`src/rtl/button_gesture_decoder.sv`:
```
// Groups debounced short-press pulses into single/double/triple clicks and
// recognises long presses and click-then-hold. Decoded events are queued in a
// small FIFO and handed out over a valid/ready interface.
//
// state   | meaning
// --------+-------------------------------------------------------------
// IDLE    | no click group open; waiting for a short or long press
// COLLECT | click group open; counting clicks, timer measures the gap
module button_gesture_decoder #(
  parameter int unsigned WINDOW_CYCLES = 25000000,
  parameter int unsigned MAX_CLICKS    = 3,
  parameter int unsigned FIFO_DEPTH    = 4
) (
  input  logic       clk,
  input  logic       rst,
  input  logic       short_i,
  input  logic       long_i,
  output logic       evt_valid_o,
  input  logic       evt_ready_i,
  output logic [2:0] evt_code_o,
  output logic       overflow_o,
  output logic       busy_o
);

  localparam int TW = $clog2(WINDOW_CYCLES);
  localparam int PW = $clog2(FIFO_DEPTH);
  localparam int CW = PW + 1;

  localparam logic [TW-1:0] TIMER_LAST = TW'(WINDOW_CYCLES - 1);
  localparam logic [2:0]    MAX_CODE   = 3'(MAX_CLICKS);
  localparam logic [CW-1:0] FULL_CNT   = CW'(FIFO_DEPTH);

  localparam logic [2:0] CODE_SINGLE     = 3'd1;
  localparam logic [2:0] CODE_LONG       = 3'd4;
  localparam logic [2:0] CODE_CLICK_LONG = 3'd5;

  typedef enum logic {
    IDLE    = 1'b0,
    COLLECT = 1'b1
  } state_t;

  state_t          state_q, state_d;
  logic [1:0]      clicks_q, clicks_d;
  logic [TW-1:0]   timer_q, timer_d;
  logic            push_req;
  logic [2:0]      push_code;
  logic [2:0]      clicks_inc;

  logic [2:0]      mem_q [FIFO_DEPTH];
  logic [PW-1:0]   wr_ptr_q, rd_ptr_q;
  logic [CW-1:0]   count_q;
  logic            overflow_q;
  logic            fifo_empty, fifo_full;
  logic            do_push, do_pop, do_drop;

  assign clicks_inc = {1'b0, clicks_q} + 3'd1;

  // Gesture FSM state, click count and gap timer.
  always_ff @(posedge clk) begin
    if (rst) begin
      state_q  <= IDLE;
      clicks_q <= 2'd0;
      timer_q  <= '0;
    end else begin
      state_q  <= state_d;
      clicks_q <= clicks_d;
      timer_q  <= timer_d;
    end
  end

  // Next-state and event decision; a long press always wins over a short one.
  always_comb begin
    state_d   = state_q;
    clicks_d  = clicks_q;
    timer_d   = timer_q;
    push_req  = 1'b0;
    push_code = 3'd0;
    case (state_q)
      IDLE: begin
        if (long_i) begin
          push_req  = 1'b1;
          push_code = CODE_LONG;
        end else if (short_i) begin
          if (MAX_CLICKS == 1) begin
            push_req  = 1'b1;
            push_code = CODE_SINGLE;
          end else begin
            state_d  = COLLECT;
            clicks_d = 2'd1;
            timer_d  = '0;
          end
        end
      end
      COLLECT: begin
        if (long_i) begin
          push_req  = 1'b1;
          push_code = CODE_CLICK_LONG;
          state_d   = IDLE;
          clicks_d  = 2'd0;
          timer_d   = '0;
        end else if (short_i && (clicks_inc == MAX_CODE)) begin
          push_req  = 1'b1;
          push_code = MAX_CODE;
          state_d   = IDLE;
          clicks_d  = 2'd0;
          timer_d   = '0;
        end else if (short_i) begin
          // A click in the final timer cycle still counts as in-window.
          clicks_d = clicks_q + 2'd1;
          timer_d  = '0;
        end else if (timer_q == TIMER_LAST) begin
          push_req  = 1'b1;
          push_code = {1'b0, clicks_q};
          state_d   = IDLE;
          clicks_d  = 2'd0;
          timer_d   = '0;
        end else begin
          timer_d = timer_q + TW'(1);
        end
      end
      default: begin
        state_d  = IDLE;
        clicks_d = 2'd0;
        timer_d  = '0;
      end
    endcase
  end

  assign fifo_empty = (count_q == '0);
  assign fifo_full  = (count_q == FULL_CNT);
  assign do_pop     = ~fifo_empty & evt_ready_i;
  // A pop frees a slot in the same cycle, so a full FIFO still accepts a push.
  assign do_push    = push_req & (~fifo_full | do_pop);
  assign do_drop    = push_req & fifo_full & ~do_pop;

  // Event storage; contents are only meaningful below the count, so no reset.
  always_ff @(posedge clk) begin
    if (do_push) begin
      mem_q[wr_ptr_q] <= push_code;
    end
  end

  // FIFO pointers, occupancy and sticky overflow flag.
  always_ff @(posedge clk) begin
    if (rst) begin
      wr_ptr_q   <= '0;
      rd_ptr_q   <= '0;
      count_q    <= '0;
      overflow_q <= 1'b0;
    end else begin
      if (do_push) begin
        wr_ptr_q <= wr_ptr_q + PW'(1);
      end
      if (do_pop) begin
        rd_ptr_q <= rd_ptr_q + PW'(1);
      end
      if (do_push && !do_pop) begin
        count_q <= count_q + CW'(1);
      end else if (!do_push && do_pop) begin
        count_q <= count_q - CW'(1);
      end
      if (do_drop) begin
        overflow_q <= 1'b1;
      end
    end
  end

  assign evt_valid_o = ~fifo_empty;
  assign evt_code_o  = fifo_empty ? 3'd0 : mem_q[rd_ptr_q];
  assign overflow_o  = overflow_q;
  assign busy_o      = (state_q == COLLECT);

endmodule

```
`config.mk`:
```
export PLATFORM = sky130hd
export DESIGN_NAME = button_gesture_decoder
export DESIGN_NICKNAME = d
export VERILOG_FILES = /design/src/rtl/button_gesture_decoder.sv
export SDC_FILE = /design/constraint.sdc
export NUM_CORES = 1
export LEC_CHECK = 0
export ABC_AREA = 0
export CAP_MARGIN = 25
export CORE_MARGIN = 2
export CORE_UTILIZATION = 35
export DETAILED_ROUTE_END_ITERATION = 8
export SLEW_MARGIN = 40
export SYNTH_ARGS = -nofsm -noshare
export SYNTH_HDL_FRONTEND = slang
export SYNTH_SLANG_ARGS = --single-unit
```
`constraint.sdc`:
```
create_clock -name clk -period 3.1 [get_ports clk]
set_input_delay 0.62 -clock clk [delete_from_list [all_inputs] [get_ports clk]]
set_output_delay 0.62 -clock clk [all_outputs]
set_load 0.05 [all_outputs]
```
==> summary.md, run 1 <==
| Metric | Value |
|---|---|
| CP Capture Type | `flip-flop` |
| Peak VDD IR | `roughly 0.23 mV` |
| Power Total | `about 1.5 mW` |
| Synth Register Bits | `50` |
| Hpwl dp | `between 3 and 4 mm` |
| Io pins | `11` |
| Crit Reg-Reg Endpoint | `count_q[2]$_SDFFE_PP0P_` |
| Final wirelength | `between 5 and 6 mm` |
| GP Congestion | `around 0.8` |
| Worst Path Required | `approximately 3.4 ns` |
| Synth area leader | `dfxtp_1` |
| Die ar. | `just over 8000 um2` |
| Critical path's slowest cell | `or4_4` |
| Die X | `about 90 um` |
| Antenna cells | `0` |
| Met1 track demand over resource | `18.0%` |
| Hold WS | `about 0.5 ns` |
| TNS Setup | `0 ns` |
| Top Usage Layer GRT | `met2` |
| Syn Nets | `289` |
| Yosys top cell area share | `between 20 and 30%` |
| Syn Inst Count | `around 280` |
| Die height | `roughly 90 um` |
| Setup bufs post-CTS | `0` |
| CP arrival | `3.20 ns` |
| Slew headroom | `between 60% and 70%` |
| Nets@finish | `303` |
| Most common cell in the netlist | `dfxtp_1` |
| Via count | `around 2100` |
| Hold Path Class | `reg2reg` |
| Avg WL per Cell | `around 14 um` |
| CP startpoint | `timer_q[6]$_SDFFE_PP0P_` |
| Hold Startpoint | `wr_ptr_q[1]$_SDFFE_PP0P_` |
| Tcrit/Tclk final | `95.2%` |
| H-tree depth | `2` |
| Crit Path Class | `reg2reg` |
| Synth warnings | `0` |
| Post-DRT Antenna Nets | `0` |
| DR vias/cell | `between 5 and 6` |
| Status | `complete, no violations` |
| Worst R2R Start | `timer_q[6]$_SDFFE_PP0P_` |
| Crit-path max FO | `7` |
| P per Cell Area | `between 500 and 600 nW/um2` |
| Initial antenna violation count | `0` |
| Residual DRC | `0` |
| Place WS | `about 0.091 ns` |
| Final Skew | `approximately 0.009 ns` |
| DRT Pass-1 Iters | `4` |
| Layout Area Growth over Synthesis | `12.0%` |
| Initial Util | `a little over a third` |
| CTS Root Cell | `clkbuf_8` |
| Synth top cells by count | `dfxtp_1 (38), nor2_1 (29), nand2_1 (22)` |
| FMAX | `around 340 MHz` |
| Layout cells sized above 1 | `roughly an eighth` |
| Post-synth EDFFs | `12` |
| Depth of the worst register-to-register path | `10` |
| Top_reg_cell synth | `dfxtp_1` |
| Post-synthesis sequential area ratio | `a little over two fifths` |
| Endpoints failing setup | `0` |
| # port buffers | `10` |
| Post-synth cell types | `56` |
| Met2 Use GR | `a little under a quarter` |
| Async S/R FF share, synth | `0%` |
| First-pass GRT wire length | `about 9.4 mm` |
| Final count of hold timing violations | `0` |
| Core area | `just over 7000 um2` |
| Number of CTS-inserted buffers | `5` |
| Crit path to | `count_q[2]$_SDFFE_PP0P_` |
| Area contributors post-synth | `dfxtp_1 (29%), edfxtp_1 (14%), nor2_1 (4.2%), nand3_1 (3.8%), ha_1 (3.4%)` |
| CTS tree | `built` |
| Hold_buf cts | `0` |
| Min setup slack post-route | `~0.15 ns` |
| Total grt overflow | `0` |
| Worst Max-Slew Pin Slew | `between 0.5 and 0.6 ns` |
| Setup slack, reg-to-reg | `0.15 ns` |
| Syn avg cell area | `roughly 9.4 um2` |
| Met3 GRT Util | `2.75%` |
| Vias in the first global route | `roughly 2000` |
| Sequential standard cell area | `~1100 um2` |
| RSZ-0062 raised after global routing | `no` |
| Critical Path, Cell by Cell | `or4_4, nor4_4, and3_4, o31a_4, ha_1, inv_1, fa_1, xor2_1, or3_1, a21oi_1` |
| Iter 0 DRT Violations | `roughly 110` |
| Mapped cell area | `between 2000 and 3000 um2` |
| Total GRT Usage | `between 10 and 15%` |
| Clock latency on the worst-skew pair | `0.31 ns` |
| Leakage | `0.951 nW` |
| Num Clock Sinks | `50` |
| Slowest cell delay on critical path | `0.56 ns` |
| Tmin final | `2.95 ns` |
| MaxCap Viol Count | `0` |
| Multi-input gate area | `roughly 1400 um2` |
| Num rows | `31` |
| Startpoint types | `flip-flop` |
| Fill cells | `approximately 750` |
| Slew Viols, Final | `0` |
| Clk slew on worst S/H paths | `0.10 ns` |
| Largest net degree at the start of global routing | `17` |
| Clock Path Buffers | `2` |
==> worst min path at each step <==
stage	end	slack [ns]	cells after the start
after floorplan	count_q[2]$_SDFFE_PP0P_	0.46	2
after global placement	count_q[2]$_SDFFE_PP0P_	0.48	2
after detailed placement	timer_q[14]$_SDFFE_PP0P_	0.50	2
after CTS	timer_q[14]$_SDFFE_PP0P_	0.51	2
after global routing	timer_q[14]$_SDFFE_PP0P_	0.54	2
final	wr_ptr_q[1]$_SDFFE_PP0P_	0.50	2
==> repair_timing <==
action	CTS	global route
endpoints found under the setup margin	0	1
endpoints found under the hold margin	0	0
gates resized for setup	0	1
==> metal layers <==
layer	wire length, um	up-vias
met2	2550	51
met5	0	-
met1	2600	957
met4	81	0
li1	-	1049
met3	250	7
==> logic make-up after synthesis <==
kind of cell	share of synthesized area [%]
compound gates	11.3
buf+inv	3.89
mux	4.32
fa+ha+maj	4.13
xor+xnor	4.03
simple gates	29.3
flops	43.0
==> layout by cell type (no fill, tap or decap), types with 4 or more instances in the layout <==
cell / synthesis / layout
ha_1: 7 / 7
nor4_1: 5 / 5
clkdlybuf4s50_1: 0 / 10
nor2_1: 29 / 29
dfxtp_1: 38 / 38
nor4b_1: 4 / 4
or3_1: 5 / 5
inv_1: 7 / 7
nand3_1: 20 / 20
nand4_1: 10 / 10
clkbuf_8: 0 / 5
xor2_1: 10 / 10
and2_1: 8 / 8
buf_4: 0 / 10
nand2_1: 22 / 22
o21ai_0: 6 / 6
edfxtp_1: 12 / 12
a21oi_1: 14 / 14
nor3_1: 11 / 11
==> report_power, final <==
| group | total [mW] | internal (mW) | switching [mW] | leakage [nW] |
|---|---|---|---|---|
| Combinational | 0.372 | 0.153 | 0.219 | 0.491 |
| Clock | 0.386 | 0.159 | 0.227 | 0.0422 |
| Sequential | 0.749 | 0.708 | 0.0403 | 0.418 |
| Total | 1.51 | 1.02 | 0.486 | 0.951 |
==> area by class of cell <==
cell class              instances  area share [%]
multi-input cells             206            47.4
flip-flops and latches         50            38.4
repair buffers                 20            6.00
well taps                      99            4.24
clock buffers                   5            2.36
inverters                       7           0.900
clock inverters                 3           0.686
==> per-stage QoR <==
step           utilization [%]  area, um2  instances
2_1_floorplan                -       2610        276
3_3_place_gp              39.2       2830        382
3_5_place_dp              39.2       2830        382
4_1_cts                   40.5       2920        390
5_1_grt                   40.5       2920        390
6_report                  40.5       2920        390
==> state kept, by name, indices dropped and copies added, names as in the netlist, named ones only <==
signal / count
busy_o: 1
overflow_o: 1
mem_q: 12
count_q: 3
timer_q: 25
rd_ptr_q: 2
wr_ptr_q: 2
clicks_q: 2
==> critical path: cells and delay by family, from the launching register on <==
kind,cells,cell delay [ns]
AND/OR/NAND/NOR,4,1.43
XOR/XNOR,1,0.16
buffers and inverters,1,0.06
adder cells (fa/ha/maj),2,0.56
AO/OA/AOI/OAI,2,0.32
flip-flops,1,0.37
(Power assumes the default switching activity.)
==> run 2, diff against run 1 <==
Settings changed: CAP_MARGIN 25 to 20.
==> results of run 2 <==
Final layout, timing and power as in run 1 (identical DEF).
==> run 3, diff against run 2 <==
Settings changed: CORE_UTILIZATION 35 to 40.
Clock period 3.1 ns to 3.15 ns, I/O delays scaled along.
==> summary.md, run 3 (same netlist as run 1, synthesis figures left out) <==
| Metric | Value |
|---|---|
| Tmin final | `2.98 ns (+0.0260 ns)` |
| Layout Area Growth over Synthesis | `11.3%` |
| CTS tree | `built` |
| Peak VDD IR | `0.344 mV (+50%)` |
| Critical Path, Cell by Cell | `or4_4, nor4_4, and3_4, o31a_4, ha_1, inv_1, fa_1, xor2_1, or3_1, a21oi_1` |
| DRT Pass-1 Iters | `4 (unchanged)` |
| CP startpoint | `timer_q[6]$_SDFFE_PP0P_` |
| Layout cells sized above 1 | `12.7% (+0.30 points)` |
| FMAX | `336 MHz (-0.87%)` |
| Total grt overflow | `0 (unchanged)` |
| Clock latency on the worst-skew pair | `0.31 ns (about the same)` |
| Largest net degree at the start of global routing | `17 (unchanged)` |
| Leakage | `0.958 nW (+0.69%)` |
| Clock Path Buffers | `2 (unchanged)` |
| Critical path's slowest cell | `or4_4` |
| Most common cell after layout, fill and taps aside | `dfxtp_1` |
| Largest Register | `timer_q` |
| Sequential standard cell area | `1120 um2 (+0.11%)` |
| First-pass GRT wire length | `9.14 mm (-3.2%)` |
| CP Capture Type | `flip-flop` |
| Vias in the first global route | `1883 (-6.0%)` |
| Residual DRC | `0 (unchanged)` |
| Die ar. | `7180 um2 (-12%)` |
| P per Cell Area | `512 nW/um2 (-0.80%)` |
| Iter 0 DRT Violations | `112 (+3.7%)` |
| DP Area | `2800 um2 (-1.2%)` |
| Number of CTS-inserted buffers | `5 (unchanged)` |
| Crit-path max FO | `7 (unchanged)` |
| Worst Path Required | `3.39 ns (+0.04 ns)` |
| Met3 GRT Util | `2.75% (about the same)` |
| Hold_buf cts | `0 (unchanged)` |
| Initial antenna violation count | `0 (unchanged)` |
| Io pins | `11 (unchanged)` |
| CP arrival | `3.22 ns (+0.02 ns)` |
| CTS Root Cell | `clkbuf_8` |
| Fill cells | `615 (-18%)` |
| TNS Setup | `0 ns (unchanged)` |
| Crit Path Class | `reg2reg` |
| Largest registers | `timer_q: 25 flops, mem_q: 12 flops, count_q: 3 flops` |
| Hpwl dp | `3.93 mm (-0.46%)` |
| Final Skew | `0.00807 ns (-0.000957 ns)` |
| Hold WS | `0.511 ns (+0.00675 ns)` |
| Most frequent cells in the layout | `dfxtp_1 (37), nor2_1 (29), nand2_1 (22)` |
| Final wirelength | `5.46 mm (-0.57%)` |
| H-tree depth | `2 (unchanged)` |
| Hold Path Class | `reg2reg` |
| Antenna cells | `0 (unchanged)` |
| Final instance area | `2900 um2 (-0.69%)` |
| Nets@finish | `304 (+0.33%)` |
| Initial Util | `41.3% (+5.2 points)` |
| Die X | `84.7 um (-6.2%)` |
| Endpoints failing setup | `0 (unchanged)` |
| Avg WL per Cell | `14.8 um (+5.1%)` |
| DR vias/cell | `5.58 (+5.4%)` |
| Final count of hold timing violations | `0 (unchanged)` |
| Die height | `84.7 um (-6.2%)` |
| Worst R2R Start | `timer_q[6]$_SDFFE_PP0P_` |
| Status | `complete, no violations` |
| Min setup slack post-route | `0.171 ns (+0.0240 ns)` |
| Clk slew on worst S/H paths | `0.10 ns (about the same)` |
| Multi-input gate area | `1380 um2 (about the same)` |
| Met1 track demand over resource | `21.7% (+3.7 points)` |
| Via count | `2059 (-0.24%)` |
| # port buffers | `10 (unchanged)` |
| Met2 Use GR | `24.9% (+1.1 points)` |
| Power Total | `1.48 mW (-1.5%)` |
| Tcrit/Tclk final | `94.6% (-0.69 points)` |
| Max FFs per register | `25 (unchanged)` |
| Post-DRT Antenna Nets | `0 (unchanged)` |
| Worst Max-Slew Pin Slew | `0.519 ns (-0.0249 ns)` |
| Num Clock Sinks | `50 (unchanged)` |
| GP Congestion | `0.848 (+3.3%)` |
| Startpoint types | `flip-flop` |
| MaxCap Viol Count | `0 (unchanged)` |
| Slew headroom | `64.9% (+1.2 points)` |
| Num rows | `29 (-6.5%)` |
| Top Usage Layer GRT | `met2` |
| Core area | `6310 um2 (-12%)` |
| Total GRT Usage | `15.5% (+1.5 points)` |
| Slowest cell delay on critical path | `0.56 ns (about the same)` |
| Slew Viols, Final | `0 (unchanged)` |
| Hold Startpoint | `wr_ptr_q[1]$_SDFFE_PP0P_` |
| Place WS | `0.115 ns (+0.0237 ns)` |
-- run 3: cell types whose count changed in the layout (fill, tap and decap cells not counted) --
cell	delta
buf_4	+1
and3_2	-1
dfxtp_1	-1
and3_1	+1
dfxtp_2	+1
-- run 3: layout make-up --
cell class / instances / area share [%]
multi-input cells: 206 / 47.7
flip-flops and latches: 50 / 38.7
repair buffers: 21 / 6.30
well taps: 77 / 3.32
clock buffers: 5 / 2.37
inverters: 7 / 0.906
clock inverters: 3 / 0.690
-- run 3: worst max-delay path, delay by kind of cell, from the launching register on --
| family | cells | cell delay [ns] |
|---|---|---|
| and+or+nand+nor | 4 | 1.43 |
| adders and majority gates | 2 | 0.56 |
| DFF | 1 | 0.37 |
| AOI/OAI and AO/OA | 2 | 0.34 |
| xor gates and xnor gates | 1 | 0.16 |
| buffers and inverters | 1 | 0.06 |
-- run 3: routing by layer --
layer	vias to the layer above	part of all wire [%]
met5	-	0
met4	0	0.84
met3	5	3.4
met2	38	48
met1	965	48
li1	1051	-
-- run 3: timing repair --
| item | CTS | global route |
|---|---|---|
| setup endpoints to repair | 0 | 1 |
| gates resized for setup | 0 | 1 |
| setup buffers | 0 | 2 |
-- run 3: worst paths after layout --
path / slack (ns) / cells past startpoint / to
setup reg to reg: 0.17 / 10 / count_q[2]$_SDFFE_PP0P_
hold / removal: 0.51 / 2 / wr_ptr_q[1]$_SDFFE_PP0P_
hold reg to reg: 0.51 / 2 / wr_ptr_q[1]$_SDFFE_PP0P_
setup / recovery: 0.17 / 10 / count_q[2]$_SDFFE_PP0P_
-- run 3: where the power goes --
| part | total (mW) | internal [mW] | switching [mW] |
|---|---|---|---|
| Sequential | 0.737 | 0.697 | 0.0398 |
| Combinational | 0.368 | 0.151 | 0.217 |
| Clock | 0.380 | 0.157 | 0.223 |
-- run 3: stage by stage --
step / std cells / utilization (%)
floorplan: 276 / -
global placement: 359 / 44.3
detailed placement: 359 / 44.3
CTS: 367 / 45.7
global route: 369 / 45.9
finish: 369 / 45.9
